<file path="src/rtl/nios2_oci_dct_packer_pkg.sv">
// Shared constants and state encoding for the OCI DCT trace packer.
// Word = SYM_MAX symbols of SYM_W bits, symbol k at bits [SYM_W*k +: SYM_W].
package nios2_oci_dct_pkg;

  localparam int SYM_W     = 2;
  localparam int SYM_MAX   = 15;
  localparam int DCT_BUF_W = SYM_W * SYM_MAX;
  localparam int CNT_W     = 4;

  typedef enum logic [1:0] {
    RUN,
    DRAIN,
    ENDED
  } dct_state_e;

endpackage

</file>
<file path="src/rtl/nios2_oci_dct_packer_if.sv">
// Trace symbol input, DCT word output and end-of-test status bundle.
// master = packer side, slave = trace source / DCT sink side.
interface nios2_oci_dct_packer_if;
  import nios2_oci_dct_pkg::*;

  logic                 sym_valid;
  logic [SYM_W-1:0]     sym_data;
  logic                 sym_ready;
  logic                 flush;
  logic                 end_req;
  logic [DCT_BUF_W-1:0] dct_buffer;
  logic [CNT_W-1:0]     dct_count;
  logic                 dct_valid;
  logic                 dct_ready;
  logic                 test_ending;
  logic                 test_has_ended;

  modport master (
    input  sym_valid, sym_data, flush, end_req, dct_ready,
    output sym_ready, dct_buffer, dct_count, dct_valid, test_ending, test_has_ended
  );

  modport slave (
    output sym_valid, sym_data, flush, end_req, dct_ready,
    input  sym_ready, dct_buffer, dct_count, dct_valid, test_ending, test_has_ended
  );

endinterface

</file>
<file path="src/rtl/nios2_oci_dct_packer_out_reg.sv">
// Single-entry valid/ready holding stage for packed DCT words; load -> valid next cycle.
// Holds data stable while valid && !ready; out_free lets a new word load on the accept cycle.
module nios2_oci_dct_out_reg
  import nios2_oci_dct_pkg::*;
(
  input  logic                 clk,
  input  logic                 reset,
  input  logic                 load,
  input  logic [DCT_BUF_W-1:0] load_buf,
  input  logic [CNT_W-1:0]     load_cnt,
  input  logic                 ready,
  output logic                 valid,
  output logic [DCT_BUF_W-1:0] buffer,
  output logic [CNT_W-1:0]     count,
  output logic                 out_free
);

  assign out_free = !valid || ready;

  always_ff @(posedge clk or posedge reset) begin
    if (reset) begin
      valid  <= 1'b0;
      buffer <= '0;
      count  <= '0;
    end else if (load) begin
      valid  <= 1'b1;
      buffer <= load_buf;
      count  <= load_cnt;
    end else if (ready) begin
      valid  <= 1'b0;
    end
  end

endmodule

</file>
<file path="src/rtl/nios2_oci_dct_packer.sv">
// Packs 2-bit trace symbols into 30-bit DCT words; full word valid 2 cycles after 15th symbol.
// sym_ready drops while flushing/draining or when the accumulator is full and the output is blocked.
module nios2_oci_dct_packer
  import nios2_oci_dct_pkg::*;
(
  input  logic                    clk,
  input  logic                    reset,
  nios2_oci_dct_packer_if.master  bus
);

  dct_state_e           state, state_nxt;
  logic [DCT_BUF_W-1:0] acc, acc_nxt, acc_base;
  logic [CNT_W-1:0]     acc_cnt, acc_cnt_nxt, cnt_base;
  logic                 flush_pend, flush_pend_nxt;
  logic                 out_free;
  logic                 accept;
  logic                 transfer;
  logic                 acc_full;
  logic                 acc_empty;

  assign acc_full  = (acc_cnt == CNT_W'(SYM_MAX));
  assign acc_empty = (acc_cnt == '0);

  // Gated by reset so the source sees no acceptance while reset is held.
  assign bus.sym_ready = !reset && (state == RUN) && !flush_pend && (!acc_full || out_free);
  assign accept        = bus.sym_valid && bus.sym_ready;
  assign transfer      = out_free &&
                         (acc_full || ((flush_pend || (state == DRAIN)) && !acc_empty));

  assign bus.test_ending    = (state != RUN);
  assign bus.test_has_ended = (state == ENDED);

  // A symbol arriving with a transfer lands in slot 0 of the freshly cleared accumulator.
  always_comb begin
    acc_base    = transfer ? '0 : acc;
    cnt_base    = transfer ? '0 : acc_cnt;
    acc_nxt     = acc_base;
    acc_cnt_nxt = cnt_base;
    if (accept) begin
      acc_nxt     = acc_base | (DCT_BUF_W'(bus.sym_data) << (SYM_W * cnt_base));
      acc_cnt_nxt = cnt_base + CNT_W'(1);
    end
  end

  always_comb begin
    flush_pend_nxt = flush_pend && !transfer;
    if (bus.flush && (state == RUN)) begin
      flush_pend_nxt = 1'b1;
    end
    if (acc_cnt_nxt == '0) begin
      flush_pend_nxt = 1'b0;
    end
  end

  always_comb begin
    state_nxt = state;
    case (state)
      RUN: begin
        if (bus.end_req) begin
          state_nxt = DRAIN;
        end
      end
      DRAIN: begin
        if (acc_empty && !bus.dct_valid) begin
          state_nxt = ENDED;
        end
      end
      ENDED: begin
        state_nxt = ENDED;
      end
      default: begin
        state_nxt = RUN;
      end
    endcase
  end

  always_ff @(posedge clk or posedge reset) begin
    if (reset) begin
      state      <= RUN;
      acc        <= '0;
      acc_cnt    <= '0;
      flush_pend <= 1'b0;
    end else begin
      state      <= state_nxt;
      acc        <= acc_nxt;
      acc_cnt    <= acc_cnt_nxt;
      flush_pend <= flush_pend_nxt;
    end
  end

  nios2_oci_dct_out_reg u_out_reg (
    .clk      (clk),
    .reset    (reset),
    .load     (transfer),
    .load_buf (acc),
    .load_cnt (acc_cnt),
    .ready    (bus.dct_ready),
    .valid    (bus.dct_valid),
    .buffer   (bus.dct_buffer),
    .count    (bus.dct_count),
    .out_free (out_free)
  );

endmodule
</file>
<file path="src/flat_wrapper.sv">
// flat-port wrapper written by rule: the top's interface ports become plain ports
module nios2_oci_dct_packer_flat import nios2_oci_dct_pkg::*;
  (clk, reset, bus_sym_valid, bus_sym_data, bus_flush, bus_end_req, bus_dct_ready, bus_sym_ready, bus_dct_buffer, bus_dct_count, bus_dct_valid, bus_test_ending, bus_test_has_ended);
  nios2_oci_dct_packer_if bus_i ();
  input  logic clk;
  input  logic reset;
  input wire logic [$bits(bus_i.sym_valid)-1:0] bus_sym_valid;
  input wire logic [$bits(bus_i.sym_data)-1:0] bus_sym_data;
  input wire logic [$bits(bus_i.flush)-1:0] bus_flush;
  input wire logic [$bits(bus_i.end_req)-1:0] bus_end_req;
  input wire logic [$bits(bus_i.dct_ready)-1:0] bus_dct_ready;
  output wire logic [$bits(bus_i.sym_ready)-1:0] bus_sym_ready;
  output wire logic [$bits(bus_i.dct_buffer)-1:0] bus_dct_buffer;
  output wire logic [$bits(bus_i.dct_count)-1:0] bus_dct_count;
  output wire logic [$bits(bus_i.dct_valid)-1:0] bus_dct_valid;
  output wire logic [$bits(bus_i.test_ending)-1:0] bus_test_ending;
  output wire logic [$bits(bus_i.test_has_ended)-1:0] bus_test_has_ended;
  assign bus_i.sym_valid = bus_sym_valid;
  assign bus_i.sym_data = bus_sym_data;
  assign bus_i.flush = bus_flush;
  assign bus_i.end_req = bus_end_req;
  assign bus_i.dct_ready = bus_dct_ready;
  assign bus_sym_ready = bus_i.sym_ready;
  assign bus_dct_buffer = bus_i.dct_buffer;
  assign bus_dct_count = bus_i.dct_count;
  assign bus_dct_valid = bus_i.dct_valid;
  assign bus_test_ending = bus_i.test_ending;
  assign bus_test_has_ended = bus_i.test_has_ended;
  nios2_oci_dct_packer u_core (.clk(clk), .reset(reset), .bus(bus_i));
endmodule
</file>
<file path="config.mk">
export PLATFORM = sky130hd
export DESIGN_NAME = nios2_oci_dct_packer_flat
export DESIGN_NICKNAME = d
export VERILOG_FILES = /design/src/rtl/nios2_oci_dct_packer_pkg.sv /design/src/rtl/nios2_oci_dct_packer_if.sv /design/src/rtl/nios2_oci_dct_packer_out_reg.sv /design/src/rtl/nios2_oci_dct_packer.sv /design/src/flat_wrapper.sv
export SDC_FILE = /design/constraint.sdc
export NUM_CORES = 1
export LEC_CHECK = 0
export CORE_UTILIZATION = 31
export DETAILED_ROUTE_END_ITERATION = 8
export PLACE_DENSITY_LB_ADDON = 0.15
export SLEW_MARGIN = 40
export SYNTH_ARGS = -nofsm -noshare
export SYNTH_HDL_FRONTEND = slang
export SYNTH_HIERARCHICAL = 1
export SYNTH_SLANG_ARGS = --single-unit
</file>
<file path="constraint.sdc">
create_clock -name clk -period 2.84 [get_ports clk]
set_clock_uncertainty 0.1 [all_clocks]
set_input_delay 0.852 -clock clk [delete_from_list [all_inputs] [get_ports clk]]
set_output_delay 0.852 -clock clk [all_outputs]
set_load 0.05 [all_outputs]
</file>
After elaboration in Yosys (flattened, before gate mapping)

Index checks and enable logic that the tools add are counted.

Word-level logic and storage cells: 51
Input bits: 8
Register bits after elaboration: 72

Reduce and logical (&&, ||, !) cells: 25
Bitwise logic cells: 1
Multiplexer cells: 11
$add $sub $neg: 1
Shifts and indexed selects: 1
Equal/unequal tests: 5

Operators with widths:

| cell                                           | count |
|---|---|
| two-way mux 30 bit                             | 2 |
| bitwise OR 30 bit                              | 1 |
| left shift 2 x 5 -> 30 bit                     | 1 |
| logical AND 1 bit                              | 9 |
| zero test 4 bit                                | 2 |
| two-way mux 4 bit                              | 2 |
| zero test 1 bit                                | 6 |
| one-hot mux 2 bit (3 select lines)             | 1 |
| adder 4 x 1 -> 4 bit (second input constant)   | 1 |
| == test 4 bit (second input constant)          | 1 |
| logical OR 1 bit                               | 4 |
| two-way mux 1 bit                              | 4 |
| two-way mux 2 bit                              | 2 |
| inequality test 2 bit (second input constant)  | 2 |
| nonzero test 2 bit                             | 2 |
| == test 2 x 1 -> 1 bit (second input constant) | 1 |
| == test 2 bit (second input constant)          | 1 |
| zero test 2 bit                                | 1 |
| AND reduction 2 bit                            | 1 |

Longest topological paths before layout

Gate-level depths: netlist of the first run.

Word-level depth: 10
Depth in mapped cells: 8

By module

Netlist of the first run, hierarchy kept.

Modules (own cells, without submodules):

| module                | cells each | times used | area each (um^2) | sequential area each (um^2) |
|---|---|---|---|---|
| nios2_oci_dct_packer  | 165        | 1          | 1,675.4          | 925.9 |
| nios2_oci_dct_out_reg | 76         | 1          | 1,455.1          | 875.8 |

Worst setup path before layout of the first run

OpenSTA, ideal clock, no wires.

Path kind: input port to output port
From: input port bus_dct_ready
To: output port bus_sym_ready
Arrival time: 2.561 ns
Path buffers: 0
Path slack: -0.673 ns
Stages: 3
Data required time: 1.888 ns
Cells stage by stage: nand2b_1 nor3_1 nor4_1

Cells in the longest elaborated chain, start to end: 3

Ends and longest elaborated chain:

| element            | line                               | RTL |
|---|---|---|
| start: declaration | flat_wrapper.sv:11                 | `input wire logic [$bits(bus_i.dct_ready)-1:0] bus_dct_ready;` |
| logical OR 1 bit   | nios2_oci_dct_packer_out_reg.sv:18 | `assign out_free = !valid \|\| ready;` |
| logical OR 1 bit   | nios2_oci_dct_packer.sv:25         | `assign bus.sym_ready = !reset && (state == RUN) && !flush_pend && (!acc_full \|\| out_free);` |
| logical AND 1 bit  | nios2_oci_dct_packer.sv:25         |  |
| end: declaration   | flat_wrapper.sv:12                 | `output wire logic [$bits(bus_i.sym_ready)-1:0] bus_sym_ready;` |

Every way passes these cells.

Worst setup path in the final report of the first run

From: register u_core.state[0]
To: output port bus_sym_ready

Cells in the longest elaborated chain, start to end: 4

Ends and longest elaborated chain:

| element                         | line                       | RTL |
|---|---|---|
| start: declaration              | nios2_oci_dct_packer.sv:11 | `dct_state_e state, state_nxt;` |
| start signal: assignment        | nios2_oci_dct_packer.sv:84 | `state <= state_nxt;` |
| zero test 2 bit                 | nios2_oci_dct_packer.sv:25 |  |
| logical AND 1 bit (3 in series) | nios2_oci_dct_packer.sv:25 |  |

Every way passes these cells.

==> impl_metrics.toml, run 1 <==
[placement]
dp_slack_ps = -103.5
place_hpwl_um = 4666
gp_congestion = 0.7759
place.port_buffers = 45

[worst_setup_path]
crit_start = "u_core/state[0]"
crit_arrival_ps = 1660
path_max_fanout = 4
r2r-start = "u_core/state[1]"
worst_r2r_endpoint = "u_core/acc_cnt[0]"
path_class = "reg2out"
critPathLaunchType = "flip-flop"
cp_data_required_time_ps = 1890
reg2reg_slack_ps = 760
crit_path_end = "bus_sym_ready"
crit_path_end_kind = "output pin"
rr_worst_depth = 7

[routing]
viasPerCell = 4.630
drt_wl_total_um = 6641
first_pass_iters = 6
wl_per_cell_um = 15.09
drtIter0Drc = 60
remaining_drc_errors = 0
via_count = 2037
ant_nets = 0

[power]
p_leak_nw = 1.897
powerDensity_nw_per_um2 = 925.8
ir_drop_v = 0.0004619

[final_layout]
layout_commonest_cell = "dfrtp_1"
mostFrequentLayoutCells = "dfrtp_1 (72), clkdlybuf4s50_1 (41), nor2_1 (34)"
final_nets = 315
diodes = 0
final.fill_count = 968
layout-drive-gt1-share_pct = 27.04
utilization_pct = 41.32
syn_to_final_growth_pct = 29.02

[global_routing]
antenna_found_initial = 0
grt_max_degree = 38
grt_pass1_vias = 2116
grt_pass1_wl_um = 11230
track_usage_pct = 14.37
gr-total-overflow = 0

[clocking]
cts_made_buffers = 9
holdBufCountCts = 0
cts_buffer_depth = 2
clk_latency_ps = 340
cts_resized = 5
cts_tree = "done"
cts.clk_slew.worst_paths_ps = 80
h-tree-depth = 3
cts_root_buffer = "clkbuf_8"
cts_sinks = 72
postCtsSetupRepairBufs = 0

[floorplan]
start_util_pct = 32.03
core_area_sq_um = 9774
ios = 46
die_y_um = 102.5
die_w_um = 102.5
die-area_sq_um = 10500
rows = 36

[timing]
slew_headroom_pct = 66.40
hold_violations = 0
layout_setup_ws_ps = 229.6
final_max_slew_viol_count = 0
period_share_pct = 91.92
fin_crit_ps = 2610
tightestPinTransition_ps = 502.5
setup_viol = 0
fmax_mhz = 383.1
rsz0062_at_grt = "false"

[synth]
ys_ff_latch = 72
syn_nets = 253
ys.flop_type = "dfrtp_1"
synth.avg_cell_area_sq_um = 12.99
yosys_warnings = 6
synth_cell_type_count = 39
syn_inst = 241
async_flop_share_pct = 100.0
synth-edff-count = 0
synth_area_sq_um = 3131
ys_seq_area_share_pct = 57.55

[status]
status = "finished, final reports clean"

[job]
maxCapViolCount = 0

[min_path]
hold_class = "reg2reg"
-- cell families (layout without fill, tap and decap cells) --
logic type,Yosys count,count (layout),share of synthesized area [%]
compound gates,42,42,8.474
xor+xnor,2,2,0.5597
fa+ha+maj,4,4,1.599
buf+inv,21,87,4.716
flops,72,72,57.55
mux,36,36,16.67
simple gates,64,64,10.43
-- cell type report --
cell class / count / area [sq um] / area share [%]
Sequential cell: 72 / 1802 / 44.61
Clock buffer: 11 / 141.4 / 3.501
Clock inverter: 4 / 53.80 / 1.332
Timing Repair Buffer: 65 / 620.6 / 15.37
Tap cell: 133 / 166.4 / 4.120
Multi-Input combinational cell: 148 / 1229 / 30.42
Inverter: 7 / 26.28 / 0.6506
-- registers in the layout, indices dropped and copies added, names as in the netlist --
register	cells
u_core/u_out_reg/valid	1
u_core/u_out_reg/buffer	30
u_core/u_out_reg/count	4
u_core/flush_pend	1
u_core/state	2
u_core/acc_cnt	4
u_core/acc	30
-- where the power goes --
| group | switching [mW] | internal [mW] |
|---|---|---|
| clock network | 0.380 | 0.428 |
| logic | 0.978 | 0.672 |
| registers | 0.101 | 1.18 |
-- per-stage QoR --
stage	hold WS, ps	TNS, ps	power [mW]	cells	instance area, sq um
6_report	400.2	0	3.739	440	4039
3_3_place_gp	379.7	-92.76	2.950	426	3830
2_1_floorplan	357.1	0	2.521	241	3146
5_1_grt	432.0	0	3.955	440	4039
4_1_cts	407.1	0	3.800	440	4039
3_5_place_dp	390.9	-103.5	2.959	426	3830
-- worst min-delay path by stage --
stage | end | start | cells past startpoint | slack (ps)
detailed placement | u_core/u_out_reg/buffer[15] | u_core/u_out_reg/buffer[15] | 1 | 390
global route | u_core/u_out_reg/buffer[0] | u_core/acc[0] | 1 | 430
global placement | u_core/acc[3] | u_core/acc[3] | 2 | 380
CTS | u_core/u_out_reg/buffer[0] | u_core/acc[0] | 1 | 410
finish | u_core/acc[3] | u_core/acc[3] | 2 | 400
floorplan | u_core/acc[3] | u_core/acc[3] | 2 | 360
-- worst max-delay path, cell delays in order (launching register included) --
cell	delay, ps
dfrtp_1	400
inv_1	110
ha_1	220
inv_1	120
nor4_4	270
buf_6	190
-- synth_stat cells, types with 4 or more instances --
cell type / count / share of area, %
dfrtp_1: 72 / 58
nor2_1: 34 / 4.1
mux2_4: 31 / 15
a21oi_1: 16 / 2.6
a31oi_1: 10 / 2.0
inv_1: 7 / 0.84
nand2_1: 6 / 0.72
mux2_2: 5 / 1.8
buf_2: 4 / 0.64
clkbuf_1: 4 / 0.48
ha_1: 4 / 1.6
nor2b_1: 4 / 0.80
-- layer usage --
layer	GRT usage, %	vias up	routed length, um
met5	0	-	0
met4	5.604	0	77
met3	3.593	8	255
met2	21.33	45	3100
met1	20.17	1016	3207
li1	-	968	-
(Power assumes the default switching activity.)
==> run 2, diff against run 1 <==
TNS_END_PERCENT = 10   (was not set)
==> results of run 2 <==
No change in the layout: final DEF, timing and power equal those of run 1.
